File: src/rtl/data_mem_write_buffer_if.sv
// data_mem_write_buffer_if
//   Bundles the store, load-forward and memory-drain signals of the
//   write-through store buffer into one interface.
//   Ports (as seen by the buffer, modport slave):
//     A, WD, WE        store request from the data cache
//     Full, Empty      buffer occupancy flags
//     Count            number of valid entries
//     RA               load address for the forward lookup
//     FwdHit, FwdData  forwarded store data for the load
//     MemA, MemWD      head entry presented to main memory
//     MemWE            head valid / memory write request
//     MemReady         memory accepts the head this cycle
//   modport master is the environment side (cache + memory) of the same bus.
interface data_mem_write_buffer_if #(
  parameter int DEPTH = 4,
  parameter int AW    = 11,
  parameter int DW    = 32
);
  localparam int CW = $clog2(DEPTH) + 1;

  logic [AW-1:0] A;
  logic [DW-1:0] WD;
  logic          WE;
  logic          Full;
  logic          Empty;
  logic [CW-1:0] Count;
  logic [AW-1:0] RA;
  logic          FwdHit;
  logic [DW-1:0] FwdData;
  logic [AW-1:0] MemA;
  logic [DW-1:0] MemWD;
  logic          MemWE;
  logic          MemReady;

  modport slave (
    input  A, WD, WE, RA, MemReady,
    output Full, Empty, Count, FwdHit, FwdData, MemA, MemWD, MemWE
  );

  modport master (
    output A, WD, WE, RA, MemReady,
    input  Full, Empty, Count, FwdHit, FwdData, MemA, MemWD, MemWE
  );
endinterface

File: src/rtl/data_mem_write_buffer.sv
// data_mem_write_buffer
//   Write-through store buffer between the data cache and main data memory.
//   Stores are queued as {word address, data} in a circular FIFO and drained
//   to memory one word per accepted handshake. Queued store data is forwarded
//   to loads so memory reads never observe stale data.
//   Ports:
//     clk   rising-edge clock
//     rst   asynchronous active-high reset
//     bus   data_mem_write_buffer_if.slave (store, forward and memory sides)
//   Optional feature: define WB_COALESCE_EN to merge a store into the youngest
//   entry when it hits the same word and that entry is not the head.
module data_mem_write_buffer #(
  parameter int DEPTH = 4,
  parameter int AW    = 11,
  parameter int DW    = 32
) (
  input  logic                     clk,
  input  logic                     rst,
  data_mem_write_buffer_if.slave   bus
);
  localparam int PW = $clog2(DEPTH);
  localparam int CW = PW + 1;
  localparam int WW = AW - 2;

  logic [WW-1:0] addr_q [DEPTH];
  logic [DW-1:0] data_q [DEPTH];
  logic [PW-1:0] wr_ptr;
  logic [PW-1:0] rd_ptr;
  logic [CW-1:0] count;

  logic          full;
  logic          empty;
  logic          push;
  logic          pop;
  logic          coalesce;
  logic [WW-1:0] st_word;
  logic [WW-1:0] ld_word;
  logic [PW-1:0] idx;
  logic          fwd_hit;
  logic [DW-1:0] fwd_data;

  assign st_word = bus.A[AW-1:2];
  assign ld_word = bus.RA[AW-1:2];
  assign full    = (count == CW'(DEPTH));
  assign empty   = (count == '0);

`ifdef WB_COALESCE_EN
  logic [PW-1:0] tail_ptr;

  // The head is never merged into because it may be mid-handshake with
  // memory, hence the Count>=2 requirement. A merge is legal even when full.
  assign tail_ptr = wr_ptr - PW'(1);
  assign coalesce = bus.WE && (count >= CW'(2)) && (addr_q[tail_ptr] == st_word);
`else
  assign coalesce = 1'b0;
`endif

  // Full is judged on the registered count, so a pop in the same cycle does
  // not make room for a push.
  assign push = bus.WE && !full && !coalesce;
  assign pop  = !empty && bus.MemReady;

  // FIFO storage, pointers and the explicit occupancy count. Pointers wrap
  // naturally because DEPTH is a power of two.
  always_ff @(posedge clk or posedge rst) begin
    if (rst) begin
      wr_ptr <= '0;
      rd_ptr <= '0;
      count  <= '0;
      for (int i = 0; i < DEPTH; i++) begin
        addr_q[i] <= '0;
        data_q[i] <= '0;
      end
    end else begin
      if (push) begin
        addr_q[wr_ptr] <= st_word;
        data_q[wr_ptr] <= bus.WD;
        wr_ptr         <= wr_ptr + PW'(1);
      end
`ifdef WB_COALESCE_EN
      if (coalesce) begin
        data_q[tail_ptr] <= bus.WD;
      end
`endif
      if (pop) begin
        rd_ptr <= rd_ptr + PW'(1);
      end
      case ({push, pop})
        2'b10:   count <= count + CW'(1);
        2'b01:   count <= count - CW'(1);
        default: count <= count;
      endcase
    end
  end

  // Load forwarding. Valid entries are scanned oldest to youngest so the
  // youngest match wins; an incoming accepted store overrides everything.
  // Reset suppresses the incoming-store path so the outputs read zero.
  always_comb begin
    fwd_hit  = 1'b0;
    fwd_data = '0;
    idx      = '0;
    for (int i = 0; i < DEPTH; i++) begin
      idx = rd_ptr + PW'(i);
      if ((CW'(i) < count) && (addr_q[idx] == ld_word)) begin
        fwd_hit  = 1'b1;
        fwd_data = data_q[idx];
      end
    end
    if (!rst && bus.WE && !full && (st_word == ld_word)) begin
      fwd_hit  = 1'b1;
      fwd_data = bus.WD;
    end
  end

  assign bus.Full    = full;
  assign bus.Empty   = empty;
  assign bus.Count   = count;
  assign bus.MemWE   = !empty;
  assign bus.MemA    = empty ? '0 : {addr_q[rd_ptr], 2'b00};
  assign bus.MemWD   = empty ? '0 : data_q[rd_ptr];
  assign bus.FwdHit  = fwd_hit;
  assign bus.FwdData = fwd_data;
endmodule

File: src/flat_wrapper.sv
// flat-port wrapper written by rule: the top's interface ports become plain ports
module data_mem_write_buffer_flat 
#(
  parameter int DEPTH = 4,
  parameter int AW    = 11,
  parameter int DW    = 32
)
  (clk, rst, bus_A, bus_WD, bus_WE, bus_RA, bus_MemReady, bus_Full, bus_Empty, bus_Count, bus_FwdHit, bus_FwdData, bus_MemA, bus_MemWD, bus_MemWE);
  data_mem_write_buffer_if #(.DEPTH(DEPTH), .AW(AW), .DW(DW)) bus_i ();
  input  logic clk;
  input  logic rst;
  input wire logic [$bits(bus_i.A)-1:0] bus_A;
  input wire logic [$bits(bus_i.WD)-1:0] bus_WD;
  input wire logic [$bits(bus_i.WE)-1:0] bus_WE;
  input wire logic [$bits(bus_i.RA)-1:0] bus_RA;
  input wire logic [$bits(bus_i.MemReady)-1:0] bus_MemReady;
  output wire logic [$bits(bus_i.Full)-1:0] bus_Full;
  output wire logic [$bits(bus_i.Empty)-1:0] bus_Empty;
  output wire logic [$bits(bus_i.Count)-1:0] bus_Count;
  output wire logic [$bits(bus_i.FwdHit)-1:0] bus_FwdHit;
  output wire logic [$bits(bus_i.FwdData)-1:0] bus_FwdData;
  output wire logic [$bits(bus_i.MemA)-1:0] bus_MemA;
  output wire logic [$bits(bus_i.MemWD)-1:0] bus_MemWD;
  output wire logic [$bits(bus_i.MemWE)-1:0] bus_MemWE;
  assign bus_i.A = bus_A;
  assign bus_i.WD = bus_WD;
  assign bus_i.WE = bus_WE;
  assign bus_i.RA = bus_RA;
  assign bus_i.MemReady = bus_MemReady;
  assign bus_Full = bus_i.Full;
  assign bus_Empty = bus_i.Empty;
  assign bus_Count = bus_i.Count;
  assign bus_FwdHit = bus_i.FwdHit;
  assign bus_FwdData = bus_i.FwdData;
  assign bus_MemA = bus_i.MemA;
  assign bus_MemWD = bus_i.MemWD;
  assign bus_MemWE = bus_i.MemWE;
  data_mem_write_buffer #(.DEPTH(DEPTH), .AW(AW), .DW(DW)) u_core (.clk(clk), .rst(rst), .bus(bus_i));
endmodule
File: config.mk
export PLATFORM = sky130hd
export DESIGN_NAME = data_mem_write_buffer_flat
export DESIGN_NICKNAME = d
export VERILOG_FILES = /design/src/rtl/data_mem_write_buffer_if.sv /design/src/rtl/data_mem_write_buffer.sv /design/src/flat_wrapper.sv
export SDC_FILE = /design/constraint.sdc
export NUM_CORES = 1
export LEC_CHECK = 0
export CAP_MARGIN = 0
export CORE_MARGIN = 2
export CORE_UTILIZATION = 40
export CTS_CLUSTER_DIAMETER = 50
export DETAILED_ROUTE_END_ITERATION = 12
export SYNTH_ARGS = -nofsm -noshare
export SYNTH_HDL_FRONTEND = slang
export SYNTH_SLANG_ARGS = --single-unit
File: constraint.sdc
create_clock -name clk -period 10.6 [get_ports clk]
set_input_delay 1.06 -clock clk [delete_from_list [all_inputs] [get_ports clk]]
set_output_delay 1.06 -clock clk [all_outputs]
set_load 0.05 [all_outputs]
==> metrics.txt <==
critical path peak fanout=69; TritonCTS clock tree=yes; post-DP HPWL=20.8 mm; Final Cycle Share=69.1%; Root Driver=clkbuf_16; slowest CP cell=dfrtp_4; Hold Crit Class=flip-flop to flip-flop; WP buf/inv=3; RSZ-0062 raised after global routing=false; max cap viols=0; number of H-tree levels=4; Post-CTS Setup Inserts=0; pwr/cell area=377 nW/um2; DR vias/cell=5.66; commonest non-fill, non-tap cell in the layout=mux2_2; Seq/Total Area, Yosys=34.7%; Slew @ Worst Pin=1.03 ns; Die Height=180 um; Final WS setup=3.28 ns; largest net degree at the start of global routing=96; commonest cells after routing, fill and taps aside=mux2_2 (203), dfrtp_1 (169), clkdlybuf4s50_1 (133); Synth Warn #=0; Critical Path Source Type=flip-flop; Mean Syn Cell Area=10.2 um2; Netlist Area Pre-Place=12,300 um2; Cells after Synth=1,212; routed len/inst=19.2 um; cts hold-fix bufs=0; io pins=140; initial antenna violation count=0; fillcell total=2,851; fin. max-slew vios=0; final hold vios=0; first-pass GRT wire length=52.5 mm; core area=30,500 um2; Area contributors post-synth=dfrtp_1 (35%), mux2_2 (19%), mux2i_1 (8.9%), mux4_2 (4.6%), nand2_1 (4.0%); all-layer global routing usage=20.2%; Max Root-Sink Buffers=2; Final setup viols=0; Worst-path clk slew=0.07 ns; ANT nets after route=0; DIE AREA=32,300 um2; CTS resizes=0; Area Overhead vs Synth=16.8%; gr ovfl total=0; Worst EP required=9.54 ns; vias in the first global route=9,608; antenna cell count=0; first drt pass iteration count=5; Async SR Flop Fraction=100%; clk sinks=171; chip width=180 um; Layout Nets=1,340; num rows=64; clk_skew=0.0131 ns; Peak VDD IR=265 uV; top-area cell type share of the netlist area=34.7%; Seq cells post-synth=171; critical path, cell by cell=buf_4 -> mux4_2 -> xnor2_1 -> nand4_1 -> nor3_4 -> buf_4 -> a221oi_1 -> o311ai_1 -> clkdlybuf4s50_1; crit path DAT=6.26 ns; Primary FF master, synth=dfrtp_1; cell repeated most along the worst path=buf_4; crit end category=output port; vias after detailed routing=9,516; CP top delay family=buffers and inverters; minimum clock period=7.32 ns; fmax=137 MHz; Detailed Route WL=32.2 mm; 1st-iter DRT viols=595; Post-synth EDFFs=0; I/O Buffers=133; TritonCTS buffer count=17; status=completed; setup total negative slack=0 ns; leakage power=5.87 nW; Max-slew headroom=31.5%; DRC Markers=0; unique cell type count in the Yosys netlist=48; Worst-Skew Late Latency=0.44 ns; pre-CTS setup slack=3.82 ns; area leader, netlist=dfrtp_1; layout cell share with drive strength beyond 1=23.1%; critical path type=flip-flop to output port; Initial Util=40.4%; GP Congestion=0.782; Slowest Stage Delay on Critical Path=0.93 ns
[layer usage]
layer  up-vias  track usage [%]  part of all wire (%)
li1       4537                -                     -
met2       221             33.3                    48
met3        33             3.77                   4.2
met4         0             5.07                   1.6
met5         -                0                     0
met1      4725             27.4                    47
[logic make-up (layout without fill, tap and decap cells)]
group                      after synthesis  after routing  share of synthesized area [%]
and+or+nand+nor                        291            291                           10.8
xor gates and xnor gates                55             55                           3.91
muxes                                  355            355                           33.6
other                                    1              2                         0.0304
buffers and inverters                  117            190                           4.43
AOI/OAI and AO/OA                      213            213                           11.6
DFF                                    171            171                           34.7
adders and majority gates                9              9                          0.913
[worst reg2reg max path, delay by kind of cell, from the launching register on]
kind | cells | cell delay [ns]
and+or+nand+nor | 3 | 0.88
adders and majority gates | 1 | 0.19
muxes | 1 | 0.41
DFF | 1 | 0.47
buffers and inverters | 2 | 0.70
[cell usage after synthesis (all sizes together) (2+ instances only)]
cell and count:
a211oi 6, a21oi 68, a221o 7, a221oi 25, a31o 7, and2 39, and3 3, buf 63
clkbuf 46, dfrtp 171, ha 9, inv 8, mux2 220, mux2i 110, mux4 25, nand2 132
nand2b 4, nand3 3, nand3b 3, nand4 4, nor2 69, nor2b 2, nor3 3, nor3b 2
nor4 13, o21ai 54, o21bai 10, o311ai 9, o31a 6, o31ai 19, or3 12, xnor2 33
xor2 22
[metrics by stage]
| stage | cells | instance area [um2] | utilization [%] | power (W) | hold WS [ns] |
|---|---|---|---|---|---|
| 3_5_place_dp | 1650 | 13800 | 45.3 | 0.00480 | 0.513 |
| 4_1_cts | 1682 | 14400 | 47.2 | 0.00545 | 0.528 |
| 5_1_grt | 1682 | 14400 | 47.2 | 0.00582 | 0.542 |
| 3_3_place_gp | 1650 | 13800 | 45.3 | 0.00473 | 0.502 |
| 6_report | 1682 | 14400 | 47.2 | 0.00542 | 0.526 |
| 2_1_floorplan | 1213 | 12300 | - | 0.00397 | 0.489 |
[power by group]
group	leakage [nW]	total, W	switching, W	internal, W
logic	3.57	0.00346	0.00194	0.00152
clock network	0.276	0.000631	0.000276	0.000355
registers	2.03	0.00133	0.000337	0.000995
[sequential cells by signal (all words and copies together), names as in the netlist]
| name | flops |
|---|---|
| u_core.wr_ptr | 2 |
| u_core.rd_ptr | 2 |
| u_core.data_q | 128 |
| u_core.addr_q | 36 |
| u_core.bus.Count | 3 |
[path summary, 6_finish.rpt]
path / depth (start not counted) / slack, ns / endpoint / startpoint
min: 1 / 0.53 / u_core.data_q[33] / u_core.data_q[33]
min in group asynchronous: 2 / 1.34 / u_core.addr_q[13] / rst
max reg2reg: 7 / 7.83 / u_core.data_q[114] / u_core.bus.Count[0]
min reg2reg: 1 / 0.53 / u_core.data_q[33] / u_core.data_q[33]
max: 9 / 3.28 / bus_FwdData[3] / u_core.rd_ptr[0]
max in group asynchronous: 3 / 7.72 / u_core.data_q[58] / rst
[final cells by class]
cell class              count  area, um2  area share, %
clock buffers              19        443           3.08
clock inverters            13        144          0.999
inverters                   8       35.0          0.243
multi-input cells         925       7540           52.3
flip-flops and latches    171       4290           29.8
well taps                 396        495           3.44
repair buffers            150       1460           10.1
(Power assumes the default switching activity.)
